File: config.mk
export PLATFORM = sky130hd
export DESIGN_NAME = imm_gen_pipe
export DESIGN_NICKNAME = d
export VERILOG_FILES = /design/src/rtl/imm_gen_pkg.sv /design/src/rtl/imm_extract.sv /design/src/rtl/imm_gen_pipe.sv
export SDC_FILE = /design/constraint.sdc
export NUM_CORES = 1
export LEC_CHECK = 0
export CAP_MARGIN = 10
export CORE_AREA = 2 2 120 122
export CTS_BUF_LIST = sky130_fd_sc_hd__clkbuf_2 sky130_fd_sc_hd__clkbuf_4 sky130_fd_sc_hd__clkbuf_8
export CTS_CLUSTER_SIZE = 24
export DETAILED_ROUTE_END_ITERATION = 10
export DIE_AREA = 0 0 122 124
export PLACE_DENSITY_LB_ADDON = 0.15
export RECOVER_POWER = 50
export SKIP_LAST_GASP = 1
export SLEW_MARGIN = 30
export SYNTH_ARGS = -nofsm -noshare
export SYNTH_HDL_FRONTEND = slang
export SYNTH_SLANG_ARGS = --single-unit
export TNS_END_PERCENT = 100
File: constraint.sdc
create_clock -name clk -period 2.6 [get_ports clk]
set_clock_uncertainty 0.2 [all_clocks]
set_input_delay 0.52 -clock clk [delete_from_list [all_inputs] [get_ports clk]]
set_output_delay 0.52 -clock clk [all_outputs]
set_load 0.05 [all_outputs]
File: src/rtl/imm_gen_pkg.sv
// Shared definitions for the pipelined immediate generator: type codes, widths and FSM states.
// IMM_ZICSR_EN (optional define) makes IMM_Z a legal immediate type.
package imm_gen_pkg;

  localparam int REG_LEN      = 32;
  localparam int IMM_TYPE_LEN = 3;

  typedef logic [IMM_TYPE_LEN-1:0] imm_type_t;

  localparam imm_type_t IMM_NONE = 3'd0;
  localparam imm_type_t IMM_I    = 3'd1;
  localparam imm_type_t IMM_S    = 3'd2;
  localparam imm_type_t IMM_B    = 3'd3;
  localparam imm_type_t IMM_U    = 3'd4;
  localparam imm_type_t IMM_J    = 3'd5;
  localparam imm_type_t IMM_Z    = 3'd6;

  typedef enum logic [1:0] {
    ST_IDLE = 2'd0,
    ST_BUSY = 2'd1,
    ST_FULL = 2'd2
  } state_t;

endpackage

File: src/rtl/imm_extract.sv
// Combinational immediate extraction and sign/zero extension to XLEN.
// IMM_ZICSR_EN: when defined, IMM_Z yields the zero-extended CSR zimm field.
module imm_extract
  import imm_gen_pkg::*;
#(
  parameter int XLEN = REG_LEN
) (
  input  logic [31:0]             instr,
  input  logic [IMM_TYPE_LEN-1:0] imm_type,
  output logic [XLEN-1:0]         imm,
  output logic                    illegal
);

  // Every format is first built as a correctly signed 32-bit value, then widened.
  logic [31:0] raw;
  logic        unused_opcode;

  assign unused_opcode = ^instr[6:0];

  always_comb begin
    raw     = '0;
    illegal = 1'b0;
    case (imm_type)
      IMM_NONE: raw = '0;
      IMM_I:    raw = {{20{instr[31]}}, instr[31:20]};
      IMM_S:    raw = {{20{instr[31]}}, instr[31:25], instr[11:7]};
      IMM_B:    raw = {{19{instr[31]}}, instr[31], instr[7], instr[30:25], instr[11:8], 1'b0};
      IMM_U:    raw = {instr[31:12], 12'b0};
      IMM_J:    raw = {{11{instr[31]}}, instr[31], instr[19:12], instr[20], instr[30:21], 1'b0};
`ifdef IMM_ZICSR_EN
      IMM_Z:    raw = {27'b0, instr[19:15]};
`endif
      default:  illegal = 1'b1;
    endcase
  end

  assign imm = XLEN'($signed(raw));

endmodule

File: src/rtl/imm_gen_pipe.sv
// Registered immediate generator with valid/ready handshake and optional one-entry skid buffer.
// IMM_ZICSR_EN (optional define, see imm_extract) enables the CSR zimm type.
//
// state   | meaning
// IDLE    | output and skid empty
// BUSY    | output full, skid empty
// FULL    | output and skid full, input stalled
module imm_gen_pipe
  import imm_gen_pkg::*;
#(
  parameter int XLEN    = REG_LEN,
  parameter bit SKID_EN = 1'b1
) (
  input  logic                    clk,
  input  logic                    rst_n,
  input  logic                    flush,
  input  logic                    in_valid,
  output logic                    in_ready,
  input  logic [31:0]             instr,
  input  logic [IMM_TYPE_LEN-1:0] imm_type,
  output logic                    out_valid,
  input  logic                    out_ready,
  output logic [XLEN-1:0]         imm,
  output logic [IMM_TYPE_LEN-1:0] out_type,
  output logic                    illegal
);

  state_t                  state_q, state_d;
  logic [XLEN-1:0]         ext_imm;
  logic                    ext_ill;
  logic [XLEN-1:0]         skid_imm;
  logic [IMM_TYPE_LEN-1:0] skid_type;
  logic                    skid_ill;
  logic                    in_fire, out_fire;
  logic                    load_out_in, load_out_skid, load_skid;

  imm_extract #(.XLEN(XLEN)) u_extract (
    .instr    (instr),
    .imm_type (imm_type),
    .imm      (ext_imm),
    .illegal  (ext_ill)
  );

  assign out_valid = (state_q != ST_IDLE);
  assign in_fire   = in_valid & in_ready & ~flush;
  assign out_fire  = out_valid & out_ready;

  always_comb begin
    state_d       = state_q;
    load_out_in   = 1'b0;
    load_out_skid = 1'b0;
    load_skid     = 1'b0;
    if (flush) begin
      state_d = ST_IDLE;
    end else begin
      case (state_q)
        ST_IDLE: if (in_fire) begin
          state_d     = ST_BUSY;
          load_out_in = 1'b1;
        end
        ST_BUSY: begin
          if (in_fire && out_fire) begin
            load_out_in = 1'b1;
          end else if (out_fire) begin
            state_d = ST_IDLE;
          end else if (in_fire) begin
            state_d   = ST_FULL;
            load_skid = 1'b1;
          end
        end
        ST_FULL: if (out_fire) begin
          state_d       = ST_BUSY;
          load_out_skid = 1'b1;
        end
        default: state_d = ST_IDLE;
      endcase
    end
  end

  always_ff @(posedge clk or negedge rst_n) begin
    if (!rst_n) state_q <= ST_IDLE;
    else        state_q <= state_d;
  end

  always_ff @(posedge clk or negedge rst_n) begin
    if (!rst_n) begin
      imm       <= '0;
      out_type  <= '0;
      illegal   <= 1'b0;
      skid_imm  <= '0;
      skid_type <= '0;
      skid_ill  <= 1'b0;
    end else begin
      if (load_out_in) begin
        imm      <= ext_imm;
        out_type <= imm_type;
        illegal  <= ext_ill;
      end else if (load_out_skid) begin
        imm      <= skid_imm;
        out_type <= skid_type;
        illegal  <= skid_ill;
      end
      if (load_skid) begin
        skid_imm  <= ext_imm;
        skid_type <= imm_type;
        skid_ill  <= ext_ill;
      end
    end
  end

  // Without a skid buffer FULL is unreachable: ready drops whenever BUSY is stalled.
  generate
    if (SKID_EN) begin : g_skid
      logic ready_q;
      always_ff @(posedge clk or negedge rst_n) begin
        if (!rst_n) ready_q <= 1'b1;
        else        ready_q <= (state_d != ST_FULL);
      end
      assign in_ready = ready_q;
    end else begin : g_noskid
      assign in_ready = ~out_valid | out_ready;
    end
  endgenerate

endmodule

==> results of run 1 <==
## power groups by stage
stage | combinational, mW | clock [mW] | sequential, mW
after detailed placement | 1.09 | 0 | 1.54
final | 1.08 | 0.886 | 1.52
after CTS | 1.10 | 0.931 | 1.52
after global routing | 1.17 | 0.976 | 1.55
after floorplan | 0.330 | 0 | 1.87
after global placement | 1.08 | 0 | 1.54
## routing by layer
layer  global-route usage [%]  vias to the layer above  part of all wire (%)
li1                         -                     1345                     -
met1                     17.7                     1332                    46
met2                     22.3                       72                    46
met3                     3.80                       10                   6.0
met4                     3.95                        0                   1.3
met5                        0                        -                     0
## synthesized netlist by cell type
| cell type | n | area [um^2] |
|---|---|---|
| nor2b_1 | 4 | 25.0 |
| nor2_1 | 3 | 11.3 |
| a211oi_1 | 19 | 143 |
| a221o_1 | 8 | 80.1 |
| nand2_1 | 46 | 173 |
| xor2_1 | 1 | 8.76 |
| a21o_1 | 1 | 7.51 |
| o21ai_1 | 20 | 100 |
| or4b_1 | 1 | 10.0 |
| a21oi_1 | 30 | 150 |
| o22a_1 | 1 | 8.76 |
| mux2i_1 | 2 | 20.0 |
| or3b_2 | 1 | 8.76 |
| and3_1 | 7 | 43.8 |
| nand3b_1 | 2 | 15.0 |
| inv_1 | 4 | 15.0 |
| nand3_1 | 2 | 10.0 |
| buf_6 | 1 | 11.3 |
| nor4_2 | 1 | 12.5 |
| and4bb_1 | 1 | 12.5 |
| and2_1 | 15 | 93.8 |
| clkbuf_1 | 20 | 75.1 |
| nor2b_2 | 1 | 8.76 |
| o21a_1 | 1 | 7.51 |
| mux2_4 | 5 | 75.1 |
| nand4bb_1 | 1 | 11.3 |
| or3_1 | 1 | 6.26 |
| o221a_2 | 5 | 56.3 |
| dfrtp_1 | 74 | 1850 |
| and2_0 | 6 | 37.5 |
| dfstp_2 | 1 | 26.3 |
| a22oi_1 | 18 | 135 |
| buf_2 | 8 | 40.0 |
| nor3b_1 | 1 | 7.51 |
| o21ai_0 | 16 | 80.1 |
| or2_2 | 2 | 12.5 |
## worst max-delay path by stage
stage                               to  slack [ns]  cells after the start
after floorplan            skid_imm[0]        0.37                      5
after global placement    skid_type[2]        0.05                      5
after detailed placement  skid_imm[27]        0.04                      7
after CTS                    out_valid       0.005                      2
after global routing           imm[20]        0.13                      6
final                         in_ready        0.21                      1
## final cells by class
class,count,area (um^2)
Tap cell,180,225
Inverter,4,15.0
Clock inverter,3,20.0
Fill cell,1433,9030
Clock buffer,13,179
Timing Repair Buffer,97,997
Multi-Input combinational cell,222,1370
Sequential cell,75,1880
## repair_timing
action,in CTS,in global routing
hold buffers,1,0
endpoints found under the hold margin,35,0
setup endpoints to repair,0,1
buffers inserted,0,0
resized for setup,0,1
## flip-flops by register name (all words and copies together) (netlist names)
register / cells
imm: 32
skid_imm: 32
out_type: 3
skid_type: 3
state_q: 2
illegal: 1
in_ready: 1
skid_ill: 1
## logic make-up after synthesis
kind of cell / share of synthesized area [%]
AOI/OAI and AO/OA: 22.7
xor gates and xnor gates: 0.258
muxes: 2.80
buffers and inverters: 4.17
DFF: 55.4
and+or+nand+nor: 14.7
## metrics by stage
stage	hold WS, ns	instances	worst slack, ns
floorplan	0.0244	330	0.374
global placement	0.262	577	0.0496
detailed placement	0.271	577	0.0436
CTS	0.290	594	0.00540
global route	0.323	594	0.133
finish	0.286	594	0.206
==> impl_results.md, run 1 <==
- Status: finished clean
- Number of placement rows: 43
- Cell area after placement: between 0.004 and 0.005 mm^2
- Number of cell instances on the worst register-to-register path: 6
- Startpoint of the most critical setup path: in_ready
- Maximum vdd ir drop: between 0.0003 and 0.0004 V
- Category of cells accounting for the largest share of critical-path delay: buffers and inverters
- Arrival time of the worst setup path: approximately 1.7 ns
- Critical R2R Capture: skid_imm[27]
- Max stage delay on crit path: 0.79 ns
- Mapped Area: approximately 0.0034 mm^2
- Average footprint of a synthesized cell: between 10 and 15 um^2
- Final setup vio count: 0
- Area growth from synthesis to layout: 38.2%
- Port Buffers: 70
- Remaining routing DRC violations: 0
- Die Width: 122 um
- Setup repair after global routing missed its margin: no
- Final #Nets: roughly 450
- Slew at the pin with the worst max-slew slack: 1.01 ns
- Utilization after layout: around 34%
- Capture endpoint of the worst hold path: skid_imm[28]
- Clock latency on the worst-skew pair: between 0.3 and 0.4 ns
- Post-synthesis sequential element count: 75
- Post-synth cell types: 36
- Tot GR Track Use: approximately 14%
- Hold path start: skid_imm[28]
- Switching power: 1.21 mW
- Clock tree from TritonCTS: done
- Root buffer cell: clkbuf_8
- Headroom to the max-slew limit: roughly a third
- Area of the die: 0.0151 mm^2
- Startpoint type of the worst setup path: flop
- Internal reg-to-reg setup slack: roughly 0.5 ns
- Final Hold Viols: 0
- Via count of the first global-routing pass: between 2,000 and 3,000
- Proportion of power drawn by combinational gates: 31.0%
- Starting Density: about a quarter
- Max cap viols: 0
- Worst hold path cell count: 2
- Area of all placed cells without fillers: approximately 0.0047 mm^2
- Type of the worst setup path: flop to output pin
- Cells after Synth: 330
- Crit-path slowest cell: clkdlybuf4s50_1
- Global-route wire length before repair: 15,600 um
- Class of the tightest hold or removal check: flop to flop
- Number of synthesis warnings: 0
- Average wire per cell in the routed design: 16.4 um
- Most frequent cells in the layout: dfrtp_1, clkdlybuf4s50_1, nand2_1
- Boundary pin count: 78
- Weighted congestion reported at the end of routability-driven placement: 0.728
- # H-tree levels: 3
- Cell-internal power: 2.27 mW
- FMAX: 418 MHz
- Sequential power share: a little over two fifths
- Worst R2R Start: in_ready
- Critical-path cell list: clkdlybuf4s50_1
- Pleak: approximately 2 nW
- Vias after detailed routing: around 2,800
- Area of the core: 0.0137 mm^2
- Total Routed Length: approximately 10000 um
- Req. time, crit path: around 1.9 ns
- Clk buf depth: 2
- Final ANT Viol Nets: 0
- Design Power: around 3.5 mW
- Fraction of final layout cells with drive strength greater than 1: between 10% and 20%
- Clock net sink count: 75
- Largest net degree at the start of global routing: 41
- Final-report max-slew violation count: 0
- Total gr overflow: 0
- Syn_nets: 370
- HPWL after detailed placement: 6560 um
- Final sum of negative setup slack: 0 ns
- Most common library cell in the layout ignoring fill and taps: dfrtp_1
- Number of buffer and inverter stages on the critical path: 1
- Highest net fanout along the worst path: 2
- Category of the worst setup path capture point: output pin
- N_diodes: 0
- Clock-pin slew reported for the worst setup and hold paths after clock tree synthesis: 0.08 ns
- Sequential fraction of the synthesis area: a little under three fifths
- Fraction of power consumed by the clock network: 25.5%
- Switching share of power: approximately a third
- Cts bufs inserted: 9
- Number of optimization iterations in the first detailed-route pass: 4
- DR iter-0 viols: between 100 and 150
- Vertical die dimension: ~120 um
- Final Critical Period: 2.39 ns
- Part of the cycle the worst path needs: roughly 90%
- Number of antenna violations at the first check in global routing: 0
- Total power density per cell area: about 740 mW/mm^2
- Via density per instance: about 4.6
(Power assumes the default switching activity.)
==> inputs of run 2 (changes only) <==
--- a/config.mk
+++ b/config.mk
@@ -12,7 +12,6 @@
 export DETAILED_ROUTE_END_ITERATION = 10
 export DIE_AREA = 0 0 122 124
 export PLACE_DENSITY_LB_ADDON = 0.15
-export RECOVER_POWER = 50
 export SKIP_LAST_GASP = 1
 export SLEW_MARGIN = 30
 export SYNTH_ARGS = -nofsm -noshare
==> constraint.sdc (replaced) <==
create_clock -name clk -period 2.5 [get_ports clk]
set_clock_uncertainty 0.2 [all_clocks]
set_input_delay 0.5 -clock clk [delete_from_list [all_inputs] [get_ports clk]]
set_output_delay 0.5 -clock clk [all_outputs]
set_load 0.05 [all_outputs]
==> impl_results.md, run 2 (synthesis gave the netlist of run 1 again) <==
- Status: finished clean
- Area of the multi-input gates: ~0.0014 mm^2
- Startpoint type of the worst setup path: flop
- Clock tree from TritonCTS: done
- Die Width: ~120 um
- DR iter-0 viols: around 160
- Number of cell instances on the worst register-to-register path: 4
- Cell count along the critical path: 1
- Global-route wire length before repair: about 15,000 um
- Number of optimization iterations in the first detailed-route pass: 4
- Cell area after placement: 0.00449 mm^2
- Largest net degree at the start of global routing: 40
- Total Routed Length: between 9000 and 10,000 um
- Most frequent cells in the layout: dfrtp_1, clkdlybuf4s50_1, nand2_1
- Cts bufs inserted: 9
- Internal reg-to-reg setup slack: approximately 0.43 ns
- Weighted congestion reported at the end of routability-driven placement: approximately 0.78
- Vertical die dimension: roughly 120 um
- Category of the worst setup path capture point: output pin
- Fraction of final layout cells with drive strength greater than 1: between 10% and 20%
- Final Critical Period: 2.36 ns
- N_diodes: 0
- Fraction of power consumed by the clock network: 29.2%
- Proportion of power drawn by combinational gates: around 30%
- Tot GR Track Use: about an eighth
- Worst R2R Start: in_ready
- Setup repair after global routing missed its margin: no
- Critical R2R Capture: skid_imm[0]
- Port Buffers: 70
- Via count of the first global-routing pass: approximately 2,800
- Sequential power share: around two fifths
- Vias after detailed routing: between 2,000 and 3,000
- Area of the die: 0.0151 mm^2
- Category of cells accounting for the largest share of critical-path delay: buffers and inverters
- Final ANT Viol Nets: 0
- Final worst-path setup slack: 0.136 ns
- Headroom to the max-slew limit: roughly half
- Final setup vio count: 0
- Switching share of power: between 30% and 40%
- Total gr overflow: 0
- Clk buf depth: 2
- Cells after DPL: 578
- Final Hold Viols: 0
- Max stage delay on crit path: 0.79 ns
- Area taken by flip-flops and latches: 0.00188 mm^2
- Req. time, crit path: ~1.8 ns
- Area growth from synthesis to layout: 39.7%
- Area of all placed cells without fillers: roughly 0.0047 mm^2
- Remaining routing DRC violations: 0
- Starting Density: around a quarter
- FMAX: about 420 MHz
- Class of the tightest hold or removal check: flop to flop
- Crit-path slowest cell: clkdlybuf4s50_1
- Critical-path cell list: clkdlybuf4s50_1
- Design Power: 3.81 mW
- Final-report max-slew violation count: 0
- Startpoint of the most critical setup path: in_ready
- Max cap viols: 0
- Arrival time of the worst setup path: approximately 1.7 ns
- Area of the core: 0.0137 mm^2
- Clock net sink count: 75
- Top Registers: imm (32), skid_imm (32)
- Maximum vdd ir drop: roughly 0.00036 V
- Number of placement rows: 43
- HPWL after detailed placement: between 6000 and 7000 um
- Pleak: roughly 2.0 nW
- Most common library cell in the layout ignoring fill and taps: dfrtp_1
- Utilization after layout: approximately 35%
- Boundary pin count: between 70 and 80
- Via density per instance: roughly 4.7
- Slew at the pin with the worst max-slew slack: about 0.75 ns
- Destination of the critical timing path: in_ready
- Root buffer cell: clkbuf_8
- Final instance count without filler cells: 595
- Number of setup buffers added after CTS: 0
- Switching power: between 1 and 1.5 mW
- Count of fill cells added during filler insertion: roughly 1,400
- Type of the worst setup path: flop to output pin
- Total power density per cell area: between 800 and 900 mW/mm^2
- Final #Nets: 450
- Clock latency on the worst-skew pair: around 0.35 ns
- Number of buffer and inverter stages on the critical path: 1
- # H-tree levels: 3
- Highest net fanout along the worst path: 2
- Post-place setup slack: -0.0267 ns
- Number of antenna violations at the first check in global routing: 0
- Clock-pin slew reported for the worst setup and hold paths after clock tree synthesis: 0.08 ns
- Part of the cycle the worst path needs: between 90 and 100%
- Average wire per cell in the routed design: between 15 and 20 um
- Cell-internal power: ~2.5 mW
==> run 2: power by group through the flow <==
stage / clock [mW] / combinational, mW / sequential, mW
3_3_place_gp: 0 / 1.12 / 1.60
5_1_grt: 1.20 / 1.22 / 1.61
4_1_cts: 1.15 / 1.14 / 1.58
6_report: 1.11 / 1.12 / 1.58
3_5_place_dp: 0 / 1.13 / 1.60
2_1_floorplan: 0 / 0.343 / 1.94
==> run 2: worst min path at each step <==
stage / startpoint / to / slack, ns / cells after the start
6_report: skid_imm[29] / skid_imm[29] / 0.28 / 2
5_1_grt: skid_ill / skid_ill / 0.31 / 2
4_1_cts: skid_imm[30] / skid_imm[30] / 0.29 / 2
3_5_place_dp: skid_imm[30] / skid_imm[30] / 0.27 / 2
3_3_place_gp: skid_imm[31] / skid_imm[31] / 0.26 / 2
2_1_floorplan: rst_n / illegal / 0.004 / 0
==> run 2: layout make-up <==
type	instances	share of cell area [%]
clock buffer	13	3.65
clock inverter	3	1.45
inverter	4	0.317
multi-input combinational	222	29.1
sequential	75	39.6
tap	180	4.75
timing repair buffer	98	21.1
==> run 2: timing repair <==
item / 4_1_cts / 5_1_grt
endpoints found under the hold margin: 38 / 0
hold buffers: 1 / 0
resized for setup: 1 / 0
setup endpoints to repair: 1 / 0
==> run 2: per-stage QoR <==
stage / hold WS [ns] / TNS [ns]
after floorplan: 0.00441 / 0
after global placement: 0.262 / -0.118
after detailed placement: 0.272 / -0.338
after CTS: 0.291 / 0
after global routing: 0.308 / 0
final: 0.284 / 0
==> run 2: worst min-delay path: cells and delay by family, from the launching register on <==
family | cells | cell delay (ns)
flip-flops | 1 | 0.35
AND/OR/NAND/NOR | 1 | 0.04
AO/OA/AOI/OAI | 1 | 0.06
==> run 2: per-layer routing <==
metal	GRT usage (%)	vias to the layer above	routed length (um)
met5	0	-	0
met4	5.32	0	148
met3	4.03	13	676
met2	19.8	78	4390
met1	18.1	1329	4470
li1	-	1347	-
